## src/rtl/arcade_round_ctrl_if.sv

```systemverilog
// Handshake/status bundle between the button/DIP front end and the round sequencer.
interface arcade_round_ctrl_if #(
    parameter int unsigned CREDIT_W = 9
);
    logic                start_pulse;
    logic                stop_pulse;
    logic                restart_pulse;
    logic [6:0]          bet_sel;
    logic [3:0]          guess_digit;
    logic [3:0]          rand_digit;
    logic [1:0]          state;
    logic [CREDIT_W-1:0] credit;
    logic [2:0]          bet;
    logic [3:0]          result_digit;
    logic                win;
    logic                spin_en;
    logic                start_rej;
    logic                timeout_flag;

    modport master (
        output start_pulse, stop_pulse, restart_pulse, bet_sel, guess_digit, rand_digit,
        input  state, credit, bet, result_digit, win, spin_en, start_rej, timeout_flag
    );

    modport slave (
        input  start_pulse, stop_pulse, restart_pulse, bet_sel, guess_digit, rand_digit,
        output state, credit, bet, result_digit, win, spin_en, start_rej, timeout_flag
    );
endinterface

```

## src/rtl/arcade_round_ctrl.sv

```systemverilog
// Round sequencer and credit manager: bet -> spin -> show -> (game over), with
// bet validation, saturating win payout and automatic spin timeout.
module arcade_round_ctrl #(
    parameter int unsigned CREDIT_W     = 9,
    parameter int unsigned CREDIT_INIT  = 200,
    parameter int unsigned CREDIT_MAX   = 511,
    parameter int unsigned SPIN_TIMEOUT = 1000
) (
    input  logic                      clk,
    input  logic                      rstn,
    arcade_round_ctrl_if.slave        bus
);
    localparam int unsigned TIMER_W = $clog2(SPIN_TIMEOUT);
    localparam int unsigned SUM_W   = CREDIT_W + 1;

    typedef enum logic [1:0] {
        IDLE = 2'd0,
        SPIN = 2'd1,
        SHOW = 2'd2,
        OVER = 2'd3
    } state_t;

    state_t              state_q, state_d;
    logic [CREDIT_W-1:0] credit_q, credit_d;
    logic [2:0]          bet_q, bet_d;
    logic [3:0]          guess_q, guess_d;
    logic [3:0]          result_q, result_d;
    logic                win_q, win_d;
    logic                spin_en_q, spin_en_d;
    logic                start_rej_q, start_rej_d;
    logic                timeout_q, timeout_d;
    logic [TIMER_W-1:0]  timer_q, timer_d;

    logic [2:0]          bet_cnt;
    logic [SUM_W-1:0]    payout_sum;
    logic                hit;

    always_ff @(posedge clk or negedge rstn) begin
        if (!rstn) begin
            state_q     <= IDLE;
            credit_q    <= CREDIT_W'(CREDIT_INIT);
            bet_q       <= '0;
            guess_q     <= '0;
            result_q    <= '0;
            win_q       <= 1'b0;
            spin_en_q   <= 1'b0;
            start_rej_q <= 1'b0;
            timeout_q   <= 1'b0;
            timer_q     <= '0;
        end else begin
            state_q     <= state_d;
            credit_q    <= credit_d;
            bet_q       <= bet_d;
            guess_q     <= guess_d;
            result_q    <= result_d;
            win_q       <= win_d;
            spin_en_q   <= spin_en_d;
            start_rej_q <= start_rej_d;
            timeout_q   <= timeout_d;
            timer_q     <= timer_d;
        end
    end

    // Next-state and registered-output logic; only the pulse relevant to the state is used.
    always_comb begin
        state_d     = state_q;
        credit_d    = credit_q;
        bet_d       = bet_q;
        guess_d     = guess_q;
        result_d    = result_q;
        win_d       = win_q;
        spin_en_d   = spin_en_q;
        start_rej_d = 1'b0;
        timeout_d   = timeout_q;
        timer_d     = timer_q;
        bet_cnt     = 3'($countones(bus.bet_sel));
        payout_sum  = SUM_W'(credit_q) + SUM_W'({bet_q, 1'b0});
        // Latched guess is always 0..9, so a rand_digit above 9 can never match.
        hit         = (bus.rand_digit == guess_q);

        unique case (state_q)
            IDLE: begin
                if (bus.start_pulse) begin
                    if ((bet_cnt != 3'd0) && (CREDIT_W'(bet_cnt) <= credit_q)
                        && (bus.guess_digit <= 4'd9)) begin
                        bet_d     = bet_cnt;
                        guess_d   = bus.guess_digit;
                        credit_d  = credit_q - CREDIT_W'(bet_cnt);
                        timer_d   = '0;
                        spin_en_d = 1'b1;
                        state_d   = SPIN;
                    end else begin
                        start_rej_d = 1'b1;
                    end
                end
            end
            SPIN: begin
                timer_d = timer_q + TIMER_W'(1);
                if (bus.stop_pulse || (timer_q == TIMER_W'(SPIN_TIMEOUT - 1))) begin
                    result_d  = bus.rand_digit;
                    win_d     = hit;
                    timeout_d = !bus.stop_pulse;
                    spin_en_d = 1'b0;
                    state_d   = SHOW;
                    if (hit) begin
                        credit_d = (payout_sum > SUM_W'(CREDIT_MAX))
                                 ? CREDIT_W'(CREDIT_MAX) : payout_sum[CREDIT_W-1:0];
                    end
                end
            end
            SHOW: begin
                if (bus.restart_pulse) begin
                    win_d     = 1'b0;
                    timeout_d = 1'b0;
                    state_d   = (credit_q == '0) ? OVER : IDLE;
                end
            end
            OVER: begin
                if (bus.restart_pulse) begin
                    credit_d = CREDIT_W'(CREDIT_INIT);
                    state_d  = IDLE;
                end
            end
            default: state_d = IDLE;
        endcase
    end

    assign bus.state        = state_q;
    assign bus.credit       = credit_q;
    assign bus.bet          = bet_q;
    assign bus.result_digit = result_q;
    assign bus.win          = win_q;
    assign bus.spin_en      = spin_en_q;
    assign bus.start_rej    = start_rej_q;
    assign bus.timeout_flag = timeout_q;
endmodule

```

## src/flat_wrapper.sv

```systemverilog
// flat-port wrapper written by rule: the top's interface ports become plain ports
module arcade_round_ctrl_flat 
#(
    parameter int unsigned CREDIT_W     = 9,
    parameter int unsigned CREDIT_INIT  = 200,
    parameter int unsigned CREDIT_MAX   = 511,
    parameter int unsigned SPIN_TIMEOUT = 1000
)
  (clk, rstn, bus_start_pulse, bus_stop_pulse, bus_restart_pulse, bus_bet_sel, bus_guess_digit, bus_rand_digit, bus_state, bus_credit, bus_bet, bus_result_digit, bus_win, bus_spin_en, bus_start_rej, bus_timeout_flag);
  arcade_round_ctrl_if #(.CREDIT_W(CREDIT_W)) bus_i ();
  input  logic clk;
  input  logic rstn;
  input wire logic [$bits(bus_i.start_pulse)-1:0] bus_start_pulse;
  input wire logic [$bits(bus_i.stop_pulse)-1:0] bus_stop_pulse;
  input wire logic [$bits(bus_i.restart_pulse)-1:0] bus_restart_pulse;
  input wire logic [$bits(bus_i.bet_sel)-1:0] bus_bet_sel;
  input wire logic [$bits(bus_i.guess_digit)-1:0] bus_guess_digit;
  input wire logic [$bits(bus_i.rand_digit)-1:0] bus_rand_digit;
  output wire logic [$bits(bus_i.state)-1:0] bus_state;
  output wire logic [$bits(bus_i.credit)-1:0] bus_credit;
  output wire logic [$bits(bus_i.bet)-1:0] bus_bet;
  output wire logic [$bits(bus_i.result_digit)-1:0] bus_result_digit;
  output wire logic [$bits(bus_i.win)-1:0] bus_win;
  output wire logic [$bits(bus_i.spin_en)-1:0] bus_spin_en;
  output wire logic [$bits(bus_i.start_rej)-1:0] bus_start_rej;
  output wire logic [$bits(bus_i.timeout_flag)-1:0] bus_timeout_flag;
  assign bus_i.start_pulse = bus_start_pulse;
  assign bus_i.stop_pulse = bus_stop_pulse;
  assign bus_i.restart_pulse = bus_restart_pulse;
  assign bus_i.bet_sel = bus_bet_sel;
  assign bus_i.guess_digit = bus_guess_digit;
  assign bus_i.rand_digit = bus_rand_digit;
  assign bus_state = bus_i.state;
  assign bus_credit = bus_i.credit;
  assign bus_bet = bus_i.bet;
  assign bus_result_digit = bus_i.result_digit;
  assign bus_win = bus_i.win;
  assign bus_spin_en = bus_i.spin_en;
  assign bus_start_rej = bus_i.start_rej;
  assign bus_timeout_flag = bus_i.timeout_flag;
  arcade_round_ctrl #(.CREDIT_W(CREDIT_W), .CREDIT_INIT(CREDIT_INIT), .CREDIT_MAX(CREDIT_MAX), .SPIN_TIMEOUT(SPIN_TIMEOUT)) u_core (.clk(clk), .rstn(rstn), .bus(bus_i));
endmodule
```

## config.mk

```make
export PLATFORM = sky130hd
export DESIGN_NAME = arcade_round_ctrl_flat
export DESIGN_NICKNAME = d
export VERILOG_FILES = /design/src/rtl/arcade_round_ctrl_if.sv /design/src/rtl/arcade_round_ctrl.sv /design/src/flat_wrapper.sv
export SDC_FILE = /design/constraint.sdc
export NUM_CORES = 1
export LEC_CHECK = 0
export BUFFER_PORTS_ARGS = -buffer_cell sky130_fd_sc_hd__clkbuf_2
export CORE_ASPECT_RATIO = 1.4
export CORE_MARGIN = 1
export CORE_UTILIZATION = 25
export CTS_CLUSTER_DIAMETER = 120
export CTS_CLUSTER_SIZE = 16
export DETAILED_ROUTE_END_ITERATION = 16
export HOLD_SLACK_MARGIN = 0.15
export PLACE_DENSITY = 0.49
export SLEW_MARGIN = 20
export SYNTH_ARGS = -nofsm -noshare
export SYNTH_HDL_FRONTEND = slang
export SYNTH_SLANG_ARGS = --single-unit
```

## constraint.sdc

```tcl
create_clock -name clk -period 2.8 [get_ports clk]
set_clock_uncertainty 0.15 [all_clocks]
set_input_delay 0.42 -clock clk [delete_from_list [all_inputs] [get_ports clk]]
set_output_delay 0.42 -clock clk [all_outputs]
set_load 0.01 [all_outputs]
```

# Word-level counts from Yosys, hierarchy flattened
# Index checks and enable logic that the tools add are counted.
# classes
add_sub_neg,9
n_lt_le_gt_ge,3
eq_ne,11
muxes,29
reduce_logical,17
# ops
op,count
two-way mux 9 bit,6
one-hot mux 9 bit (3 select lines),1
two-way mux 10 bit,2
one-hot mux 10 bit (2 select lines),1
two-way mux 2 bit,6
adder 10 x 1 -> 10 bit (second input constant),1
adder 9 x 4 -> 10 bit,1
== test 10 bit (second input constant),1
greater-than comparator 10 x 9 -> 1 bit (second input constant),1
<= comparator 3 x 9 -> 1 bit,1
logical NOT 9 bit,1
two-way mux 1 bit,9
AND reduction 3 bit,3
subtractor 9 x 3 -> 9 bit,1
one-hot mux 2 bit (4 select lines),1
adder 1 x 1 -> 2 bit,3
adder 3 bit,2
!= test 2 x 1 -> 1 bit (second input constant),3
!= test 2 bit (second input constant),3
one-hot mux 1 bit (2 select lines),3
AND reduction 6 bit,1
nonzero test 3 bit,2
AND reduction 5 bit,1
== test 2 bit (second input constant),2
other kinds (11),13
# word_totals
ff_bits,36
out_inout_bits,22

# Logic depth before layout (Yosys ltp)
# Gate-level depths: netlist of the first run.
# logic_depth
ltp_word,9
mapped_depth,15

# Worst setup path after synthesis of the first run
# OpenSTA, ideal clock, no wires.
# synth_path
path_type,input -> register
from,input port bus_bet_sel[0]
to,"register u_core.bet_q[0], in the netlist u_core.bus.bet[0]"
arrival_time_ns,3.729
required_time_ns,2.525
slack_ns,-1.204
cell_stages,13
cell_sequence,ha_1 > fa_1 > ha_1 > fa_1 > xnor2_1 > ha_1 > and3b_1 > nor3_1 > a21oi_1 > buf_6 > and3b_1 > buf_6 > mux2_4
# synth_via
elab_chain_len,7
word_cells_on_any_way,8
cone_classes,add/sub (3); order compare (1); reduce/logical (4)
# synth_lines
item,line,source
start: declaration,flat_wrapper.sv:16,input wire logic [$bits(bus_i.bet_sel)-1:0] bus_bet_sel;
adder 1 x 1 -> 2 bit (not written as such) (*),arcade_round_ctrl.sv:76,bet_cnt = 3'($countones(bus.bet_sel));
adder 3 bit (not written as such) (*) (2 in series),arcade_round_ctrl.sv:76,
<= comparator 3 x 9 -> 1 bit or nonzero test 3 bit (tied branches),arcade_round_ctrl.sv:84,if ((bet_cnt != 3'd0) && (CREDIT_W'(bet_cnt) <= credit_q)
logical AND 1 bit,arcade_round_ctrl.sv:84,
logical AND 1 bit,arcade_round_ctrl.sv:85,&& (bus.guess_digit <= 4'd9)) begin
AND reduction 3 bit (no line),n/a,
end signal: assignment,arcade_round_ctrl.sv:53,bet_q <= bet_d;
end: declaration,arcade_round_ctrl.sv:25,"logic [2:0] bet_q, bet_d;"
# Every way passes the cells marked *; elsewhere a longest branch is shown, timed or not.
# A chain may end at the register's enable or synchronous reset.

# Worst setup path in the final report of the first run
# layout_path
from,input port bus_bet_sel[2]
to,"register u_core.credit_q[5], in the netlist u_core.bus.credit[5]"
# layout_via
elab_chain_len,8
word_cells_on_any_way,13
cone_classes,add/sub (4); order compare (1); eq/ne (1); mux (3); reduce/logical (4)
# layout_lines
item,line,source
adder 1 x 1 -> 2 bit (not written as such) (*),arcade_round_ctrl.sv:76,
adder 3 bit (not written as such) (*) (2 in series),arcade_round_ctrl.sv:76,
net u_core.bet_cnt[1],arcade_round_ctrl.sv:34,logic [2:0] bet_cnt;
<= comparator 3 x 9 -> 1 bit or nonzero test 3 bit (tied branches),arcade_round_ctrl.sv:84,
logical AND 1 bit,arcade_round_ctrl.sv:84,
logical AND 1 bit,arcade_round_ctrl.sv:85,
!= test 2 x 1 -> 1 bit (no line),n/a,
AND reduction 6 bit (no line),n/a,
end signal: assignment,arcade_round_ctrl.sv:41,credit_q <= CREDIT_W'(CREDIT_INIT);
end signal: assignment,arcade_round_ctrl.sv:52,credit_q <= credit_d;
end: declaration,arcade_round_ctrl.sv:24,"logic [CREDIT_W-1:0] credit_q, credit_d;"
# The timed path passes the listed nets; every way through them passes the cells marked *. The select of a mux whose other input is x is not followed.

==> results of run 1 <==
==> registers in the layout, summed over array words and instances, names as in the netlist <==
register,count
u_core.bus.state,2
u_core.bus.spin_en,1
u_core.bus.start_rej,1
u_core.bus.timeout_flag,1
u_core.timer_q,10
u_core.bus.bet,3
u_core.bus.credit,9
u_core.bus.win,1
u_core.guess_q,4
u_core.bus.result_digit,4
==> placed cells by master (no fill, tap or decap), types with 4 or more instances in the layout <==
cell / instances
clkbuf_2: 40
dfrtp_1: 33
nor2_1: 26
nand2_1: 24
buf_4: 24
o21ai_0: 7
a21oi_2: 7
xnor2_1: 7
xor2_1: 7
nand3_1: 7
mux2_4: 7
buf_6: 7
ha_1: 6
inv_1: 5
a21oi_1: 5
o211ai_1: 5
clkbuf_16: 5
o21ai_1: 4
o21ai_2: 4
ha_4: 4
==> worst max path at each step <==
stage	startpoint	endpoint	slack, ns	cells past startpoint
after floorplan	bus_bet_sel[0]	u_core.bus.bet[0]$_DFFE_PN0P_	-0.90	13
after global placement	bus_bet_sel[0]	u_core.bus.credit[8]$_DFFE_PN0P_	-1.02	15
after detailed placement	bus_bet_sel[0]	u_core.bus.credit[7]$_DFFE_PN1P_	-1.06	14
after CTS	bus_bet_sel[3]	u_core.bus.credit[5]$_DFFE_PN0P_	-0.72	14
after global routing	bus_bet_sel[2]	u_core.timer_q[2]$_DFFE_PN0P_	-0.83	14
final	bus_bet_sel[2]	u_core.bus.credit[5]$_DFFE_PN0P_	-0.68	14
==> cells in the mapped netlist, drive strengths merged, types with 3 or more instances <==
master,number,area (um^2)
nand4,3,18.77
nor2,27,103.9
nand3,7,35.03
ha,11,137.6
a21o,3,22.52
inv,6,22.52
o211ai,5,37.54
fa,5,100.1
o21ai,16,80.08
xor2,7,61.31
clkbuf,4,15.01
buf,9,73.82
nand2,25,93.84
mux2,7,101.4
a21oi,12,67.57
dfstp,3,78.83
or2,3,18.77
dfrtp,33,825.8
xnor2,8,70.07
==> layer usage <==
| metal | share of wire (%) | GRT usage [%] |
|---|---|---|
| met5 | 0 | 0 |
| met4 | 2.3 | 6.462 |
| met3 | 2.4 | 1.964 |
| met2 | 54 | 25.56 |
| met1 | 42 | 16.62 |
==> cells by family (layout without fill, tap and decap cells) <==
logic type,after synthesis,count (layout)
buffers and inverters,19,86
adders and majority gates,16,16
DFF,36,36
muxes,8,8
and+or+nand+nor,84,85
AOI/OAI and AO/OA,65,66
xor gates and xnor gates,15,15
==> where the power goes <==
group          internal (mW)  switching (mW)  total (mW)
clock network          0.419           0.226       0.645
logic                   1.19            1.23        2.43
registers              0.730           0.222       0.952
total                   2.34            1.68        4.02
==> area by class of cell <==
class / count / area [um^2] / area share [%]
Clock inverter: 2 / 35.03 / 1.056
Clock buffer: 6 / 128.9 / 3.885
Sequential cell: 36 / 904.6 / 27.27
Timing Repair Buffer: 72 / 479.2 / 14.45
Inverter: 6 / 22.52 / 0.6790
Tap cell: 107 / 133.9 / 4.036
Multi-Input combinational cell: 190 / 1613 / 48.62
==> timing repair <==
item                       CTS  global route
pin swaps                   21            18
gates cloned                 2             0
resized for setup           16            17
setup endpoints to repair   29            29
setup buffers                6             1
==> metrics.cfg, run 1 <==
[grt]
antenna_found_initial = 0
grt_start_max_net_pins = 37
grt_usage_pct = 14.26
grt_pass1_wl_um = 11220
grt_pass1_vias = 2232
grt_overflow = 0

[synthesis]
ys.flop_type = dfrtp_1
ys_ff_latch = 36
synth_nets = 279
postSynthAreaPerCell_um2 = 9.860
synth_fa_ha_area_share_pct = 9.922
yosysWarnings = 0
ys_types = 62
synthSimpleGateAreaFrac_pct = 17.34
synth_top_family_by_area = compound AO/OA/AOI/OAI gates
async_flop_share_pct = 100.0
synth_xor_area_share_pct = 5.483
synth_edf_count = 0
synth-compound-area-share_pct = 20.21
ys_seq_area_share_pct = 37.75
postSynthCellCount = 243
netlist_area_um2 = 2396
synth_mux_area_share_pct = 4.648

[clock_tree]
cts_root_buffer = clkbuf_16
cts_buffers = 5
cts_buffer_depth = 2
cts_hold_buf = 0
htreeDepth = 2
path_clk_slew_ns = 0.06
tritoncts = done
insertion_delay_ns = 0.28
clkSinkCount = 36

[die]
core_um2 = 9183
die_w_um = 84.74
io_pins = 42
row_count = 41
die_area_um2 = 9985
start_util_pct = 26.09
die_h_um = 117.8

[worst_setup_path]
reg2regPathDepth = 8
ff2ff_setup_slack_ns = 0.34
r2r-end = u_core.bus.win$_DFFE_PN0P_
cp_max_fo = 7
path_class = in2reg
crit_chain = buf_6 -> ha_4 -> fa_1 -> ha_2 -> fa_2 -> inv_2 -> ha_4 -> and3b_2 -> nor3_4 -> a211oi_4 -> o221ai_4 -> buf_12 -> o21ai_2 -> o21ai_1
cp_num_buf_inv = 3
cp_top_family = adder cells
slowest_stage = fa_2
cp-start-kind = primary input
slowest_delay_ns = 0.53
end_kind = flip-flop
crit_arrival_ns = 3.49
critPathMostFrequentCell = ha_4
crit_required_ns = 2.81
r2r-start = u_core.timer_q[0]$_DFFE_PN0P_

[power_and_ir_drop]
power_leakage_nw = 1.466
power.total_mw = 4.022
ir_worst_vdd_mv = 0.3401
p_per_area_nw_per_um2 = 1213

[final_layout]
finalNonFillerCells = 419
drive_gt1_share_pct = 43.27
fin_util_pct = 36.12
fin_nets = 347
fin_area_um2 = 3317
diodes = 0
fillers = 939
area_growth_pct = 38.43

[sta]
fin_crit_sh_pct = 124.3
slew-limit-headroom_pct = 36.27
fin_ws_ns = -0.6794
rsz0062_at_grt = yes
setup_viol = 29
min_period_ns = 3.479
max_freq_ghz = 0.2874
holdWs_ns = 0.1266
fin_setup_tns_ns = -17.64
hold_viol_final = 0
tightest_slew_ns = 0.9559
maxSlewViolCount = 0

[hold_path]
min_path_type = in2async

[run_status]
violations = setup timing
outcome = finished with violations

[route]
wl_per_cell_um = 16.11
viasPerCell = 5.057
ant_nets = 0
first_pass_iters = 13
drc = 0
wl_um = 6751
dr.first_iter.drc_count = 70
vias = 2119

[placement]
preCtsSetupSlack_ns = -1.060
placed_area_um2 = 2967
gp_congestion = 0.8263
placed_cells = 403
dp_hpwl_um = 4910
port_buffers = 41

[flow_run]
cap_viol_max_count = 0

(Power assumes the default switching activity.)
==> inputs of run 2 (changes only) <==
CTS_BUF_LIST = sky130_fd_sc_hd__clkbuf_16   (was not set)
==> run 2 against run 1 <==
  * The run still ends with setup timing left
  * Non-clock buffer count unchanged
  * Sequential power about the same
  * Via count unchanged
  * Power about the same
  * Die area unchanged
  * Cell count unchanged
  * Critical path type unchanged
  * Largest power group unchanged
==> metrics.cfg, run 2 (same netlist as run 1, synthesis figures left out) <==
[run_status]
outcome = finished with violations
violations = setup timing

[route]
wl_met1_um = 2809  ; about the same
wl_met3_um = 164  ; unchanged
top_layer_used = met4
wl_um = 6752  ; about the same
dr.first_iter.drc_count = 67  ; -4.3%
first_pass_iters = 13  ; unchanged
ant_nets = 0  ; unchanged
vias = 2119  ; unchanged
wl_per_cell_um = 16.11  ; about the same
met2_length_um = 3619  ; unchanged
drc = 0  ; unchanged
viasPerCell = 5.057  ; unchanged

[power_and_ir_drop]
intPower_mw = 2.339  ; -0.16%
power_leakage_nw = 1.470  ; +0.28%
pwr-share-seq_pct = 23.7  ; about the same
p_sw_share_pct = 41.80  ; +0.043 points
p_per_area_nw_per_um2 = 1212  ; about the same
comb_power_share_pct = 60.3  ; about the same
ir_worst_vdd_mv = 0.3401  ; unchanged
power.switching_mw = 1.680  ; about the same
p_clk_share_pct = 16.0  ; about the same

[worst_setup_path]
cp-start-kind = primary input
end_kind = flip-flop
crit_required_ns = 2.81  ; about the same
reg2regPathDepth = 8  ; unchanged
crit_arrival_ns = 3.49  ; about the same
path_class = in2reg
cp_max_fo = 7  ; unchanged

[final_layout]
area_growth_pct = 38.43  ; unchanged
largest_reg_flops = 10  ; unchanged
fillers = 939  ; unchanged
fin_nets = 347  ; unchanged
layout_common_cells = 40 x clkbuf_2, 33 x dfrtp_1, 26 x nor2_1, 24 x nand2_1, 24 x buf_4
fin_area_um2 = 3317  ; unchanged
diodes = 0  ; unchanged
finalNonFillerCells = 419  ; unchanged
final_common_cell = clkbuf_2
drive_gt1_share_pct = 43.27  ; unchanged
largest-register = u_core.timer_q

[clock_tree]
cts_root_buffer = clkbuf_16
tritoncts = done
insertion_delay_ns = 0.28  ; about the same
cts_hold_buf = 0  ; unchanged
path_clk_slew_ns = 0.06  ; about the same
clkSinkCount = 36  ; unchanged
htreeDepth = 2  ; unchanged
cts_buffer_depth = 2  ; unchanged
cts_buffers = 5  ; unchanged

[placement]
port_buffers = 41  ; unchanged
dp_hpwl_um = 4910  ; unchanged
gp_congestion = 0.8263  ; unchanged
placed_cells = 403  ; unchanged
placed_area_um2 = 2967  ; unchanged

[flow_run]
cap_viol_max_count = 0  ; unchanged

[sta]
fin_ws_ns = -0.6794  ; unchanged
setup_viol = 29  ; unchanged
tightest_slew_ns = 0.9559  ; +0.000009298 ns
max_freq_ghz = 0.2874  ; unchanged
rsz0062_at_grt = yes
maxSlewViolCount = 0  ; unchanged
min_period_ns = 3.479  ; unchanged
fin_crit_sh_pct = 124.3  ; unchanged
hold_viol_final = 0  ; unchanged
slew-limit-headroom_pct = 36.27  ; about the same

[die]
io_pins = 42  ; unchanged
die_w_um = 84.74  ; unchanged
core_um2 = 9183  ; unchanged
start_util_pct = 26.09  ; unchanged
die_area_um2 = 9985  ; unchanged
die_h_um = 117.8  ; unchanged
row_count = 41  ; unchanged

[grt]
grt_start_max_net_pins = 37  ; unchanged
grt_pass1_vias = 2232  ; unchanged
grt_usage_pct = 14.26  ; unchanged
grt_overflow = 0  ; unchanged
antenna_found_initial = 0  ; unchanged
grt_pass1_wl_um = 11220  ; unchanged

[hold_path]
min_path_type = in2async

==> run 2: final cells by class <==
| type | count | area (um^2) | area share (%) |
|---|---|---|---|
| flip-flops and latches | 36 | 904.6 | 27.27 |
| clock buffers | 5 | 125.1 | 3.772 |
| repair buffers | 72 | 479.2 | 14.45 |
| well taps | 107 | 133.9 | 4.036 |
| clock inverters | 3 | 38.79 | 1.169 |
| multi-input cells | 190 | 1613 | 48.62 |
| inverters | 6 | 22.52 | 0.6790 |
==> run 2: per-stage QoR <==
stage / hold WS (ns) / TNS, ns / setup slack [ns] / power (mW) / util (%)
4_1_cts: 0.1637 / -18.69 / -0.7188 / 3.931 / 35.25
2_1_floorplan: -0.02559 / -21.90 / -0.8991 / 2.339 / -
3_3_place_gp: 0.3120 / -26.41 / -1.019 / 3.090 / 32.31
6_report: 0.1264 / -17.64 / -0.6794 / 4.018 / 36.12
3_5_place_dp: 0.3204 / -27.25 / -1.060 / 3.103 / 32.31
5_1_grt: 0.2035 / -21.66 / -0.8286 / 4.300 / 36.12
==> run 2: power groups by stage <==
stage                     clock, mW  combinational [mW]  sequential, mW
final                         0.642                2.43           0.952
after detailed placement          0                2.16           0.948
after floorplan                   0                1.38           0.961
after CTS                     0.654                2.33           0.947
after global placement            0                2.15           0.941
after global routing          0.668                2.65           0.986
==> run 2: what timing repair did <==
action,CTS,global route
cloned,2,0
endpoints found under the setup margin,29,29
setup buffers,6,1
gates resized for setup,16,17
pin swaps,21,18
==> run 2: final timing paths <==
kind	slack, ns	start	to
max	-0.68	bus_bet_sel[2]	u_core.bus.credit[5]$_DFFE_PN0P_
min	0.13	rstn	u_core.timer_q[5]$_DFFE_PN0P_
max reg2reg	0.34	u_core.timer_q[0]$_DFFE_PN0P_	u_core.bus.win$_DFFE_PN0P_
min reg2reg	0.33	u_core.bus.result_digit[1]$_DFFE_PN0P_	u_core.bus.result_digit[1]$_DFFE_PN0P_
max in group asynchronous	1.78	rstn	u_core.guess_q[0]$_DFFE_PN0P_
min in group clk	0.20	bus_stop_pulse	u_core.bus.timeout_flag$_DFFE_PN0P_
==> run 2: metal layers <==
layer / vias up / GRT usage [%]
li1: 1026 / -
met1: 1045 / 16.62
met2: 38 / 25.56
met3: 10 / 1.964
met4: 0 / 6.462
met5: - / 0
==> run 2: worst max-delay path, cell delays in order <==
cell and delay, ns:
buf_6 0.10, ha_4 0.23, fa_1 0.47, ha_2 0.20, fa_2 0.53, inv_2 0.06, ha_4 0.27, and3b_2 0.21
nor3_4 0.06, a211oi_4 0.36, o221ai_4 0.21, buf_12 0.18, o21ai_2 0.09, o21ai_1 0.08
==> inputs of run 3 (changes only) <==
clock period = 3.86 ns   (was 2.8 ns; I/O delays follow)
==> run 3 against run 2 <==
  * The run now ends clean
  * Setup slack improved by 0.77 ns
  * Clock-buffer cell count unchanged
  * Worst hold slack improved by 0.15 ns
  * Flip-flop and latch count unchanged
  * Routed wire length decreased by 3.2%
  * Cell count decreased by 3.3%
  * Via count decreased by 1.8%
  * Sequential share of layout area increased by 1.6 points
  * First-iteration DRC count increased by 45%
==> metrics.cfg, run 3 (same netlist as run 1, synthesis figures left out) <==
[run_status]
outcome = finished, final reports clean

[power_and_ir_drop]
pwr-share-seq_pct = 27.5  ; +3.8 points
power.switching_mw = 1.146  ; -32%
ir_worst_vdd_mv = 0.3207  ; -5.7%
p_sw_share_pct = 42.42  ; +0.63 points
intPower_mw = 1.556  ; -33%
comb_power_share_pct = 55.1  ; -5.2 points
p_clk_share_pct = 17.4  ; +1.4 points
power_leakage_nw = 1.384  ; -5.8%
p_per_area_nw_per_um2 = 863.8  ; -29%

[clock_tree]
tritoncts = done
cts_root_buffer = clkbuf_16
path_clk_slew_ns = 0.06  ; about the same
cts_buffer_depth = 2  ; unchanged
clkSinkCount = 36  ; unchanged
cts_buffers = 5  ; unchanged
htreeDepth = 2  ; unchanged
cts_hold_buf = 0  ; unchanged
insertion_delay_ns = 0.29  ; about the same

[die]
start_util_pct = 26.09  ; unchanged
die_area_um2 = 9985  ; unchanged
io_pins = 42  ; unchanged
die_w_um = 84.74  ; unchanged
core_um2 = 9183  ; unchanged
die_h_um = 117.8  ; unchanged
row_count = 41  ; unchanged

[placement]
gp_congestion = 0.7757  ; -6.1%
placed_area_um2 = 2853  ; -3.8%
port_buffers = 41  ; unchanged
dp_hpwl_um = 4768  ; -2.9%
preCtsSetupSlack_ns = -0.2917  ; +0.7683 ns

[grt]
grt_start_max_net_pins = 37  ; unchanged
grt_usage_pct = 13.24  ; -1.0 points
antenna_found_initial = 0  ; unchanged
grt_overflow = 0  ; unchanged
grt_pass1_wl_um = 10390  ; -7.4%
grt_pass1_vias = 2081  ; -6.8%

[route]
viasPerCell = 5.138  ; +1.6%
wl_um = 6533  ; -3.2%
drc = 0  ; unchanged
wl_per_cell_um = 16.13  ; +0.10%
first_pass_iters = 6  ; -7
ant_nets = 0  ; unchanged
vias = 2081  ; -1.8%
dr.first_iter.drc_count = 97  ; +45%

[worst_setup_path]
cp_max_fo = 4  ; -3
reg2regPathDepth = 6  ; -2
ff2ff_setup_slack_ns = 1.03  ; +0.69 ns
r2r-start = u_core.bus.state[0]$_DFFE_PN0P_
crit_arrival_ns = 3.79  ; +0.30 ns
end_kind = flip-flop
cp-start-kind = primary input
crit_required_ns = 3.88  ; +1.07 ns
path_class = in2reg
r2r-end = u_core.bus.win$_DFFE_PN0P_

[final_layout]
fillers = 940  ; +0.11%
fin_area_um2 = 3128  ; -5.7%
drive_gt1_share_pct = 36.24  ; -7.0 points
fin_nets = 333  ; -4.0%
largest-register = u_core.timer_q
final_common_cell = clkbuf_2
diodes = 0  ; unchanged
layout_common_cells = 41 x clkbuf_2, 33 x dfrtp_1, 25 x nor2_1, 25 x nand2_1
largest_reg_flops = 10  ; unchanged
area_growth_pct = 30.55

[sta]
fin_setup_tns_ns = 0  ; +17.64 ns
slew-limit-headroom_pct = 37.29  ; +1.0 points
min_period_ns = 3.772
fin_ws_ns = 0.08763  ; +0.7670 ns
tightest_slew_ns = 0.9406  ; -0.01527 ns
holdWs_ns = 0.2760  ; +0.1496 ns
rsz0062_at_grt = no
max_freq_ghz = 0.2651
fin_crit_sh_pct = 97.73
hold_viol_final = 0  ; unchanged
setup_viol = 0  ; -100%
maxSlewViolCount = 0  ; unchanged

[hold_path]
min_path_type = in2async

[flow_run]
cap_viol_max_count = 0  ; unchanged

run 3: power groups by stage:
stage	logic [mW]	registers [mW]	clock network (mW)
after floorplan	0.962	0.693	0
after global routing	1.63	0.772	0.498
after detailed placement	1.36	0.740	0
final	1.49	0.744	0.470
after global placement	1.34	0.737	0
after CTS	1.37	0.732	0.482
run 3: worst max path at each step:
stage                        start                          endpoint  slack [ns]  depth (start not counted)
global placement    bus_bet_sel[0]  u_core.bus.credit[1]$_DFFE_PN0P_       -0.23                         12
CTS                 bus_bet_sel[0]  u_core.bus.credit[1]$_DFFE_PN0P_        0.01                         12
global route        bus_bet_sel[0]  u_core.bus.credit[8]$_DFFE_PN0P_       0.001                         14
finish              bus_bet_sel[0]  u_core.bus.credit[8]$_DFFE_PN0P_        0.09                         14
detailed placement  bus_bet_sel[0]  u_core.bus.credit[1]$_DFFE_PN0P_       -0.29                         12
floorplan           bus_bet_sel[0]     u_core.bus.bet[0]$_DFFE_PN0P_       0.002                         13
run 3: final cells by class:
class / instances / area, um^2 / area share, %
repair buffers: 58 / 352.8 / 11.28
well taps: 107 / 133.9 / 4.280
inverters: 6 / 22.52 / 0.7200
clock inverters: 3 / 42.54 / 1.360
flip-flops and latches: 36 / 904.6 / 28.92
clock buffers: 5 / 125.1 / 4.000
multi-input cells: 190 / 1546 / 49.44
run 3: metal layers:
metal  global-route usage [%]  wire, um
met1                    14.91      2710
met3                    2.384       206
met2                    24.64      3547
met4                    4.449        70
met5                        0         0
run 3: critical path, cell delays in order:
cell	delay, ns
clkbuf_2	0.10
ha_4	0.24
fa_1	0.48
ha_2	0.20
fa_2	0.55
inv_2	0.06
buf_4	0.13
fa_2	0.37
a211o_1	0.37
o41ai_2	0.20
a21oi_1	0.13
a21oi_1	0.16
nor2_1	0.05
o32a_1	0.17
run 3: repair_timing:
item | 4_1_cts | 5_1_grt
setup endpoints to repair | 0 | 9
setup buffers | 0 | 2
gates resized for setup | 0 | 13
run 3: metrics by stage:
step                      std cells  total power, mW  util, %
after global placement          393            2.076    31.07
after CTS                       401            2.582    32.89
after detailed placement        393            2.097    31.07
final                           405            2.702    34.06
after global routing            405            2.900    34.06
after floorplan                 243            1.655        -
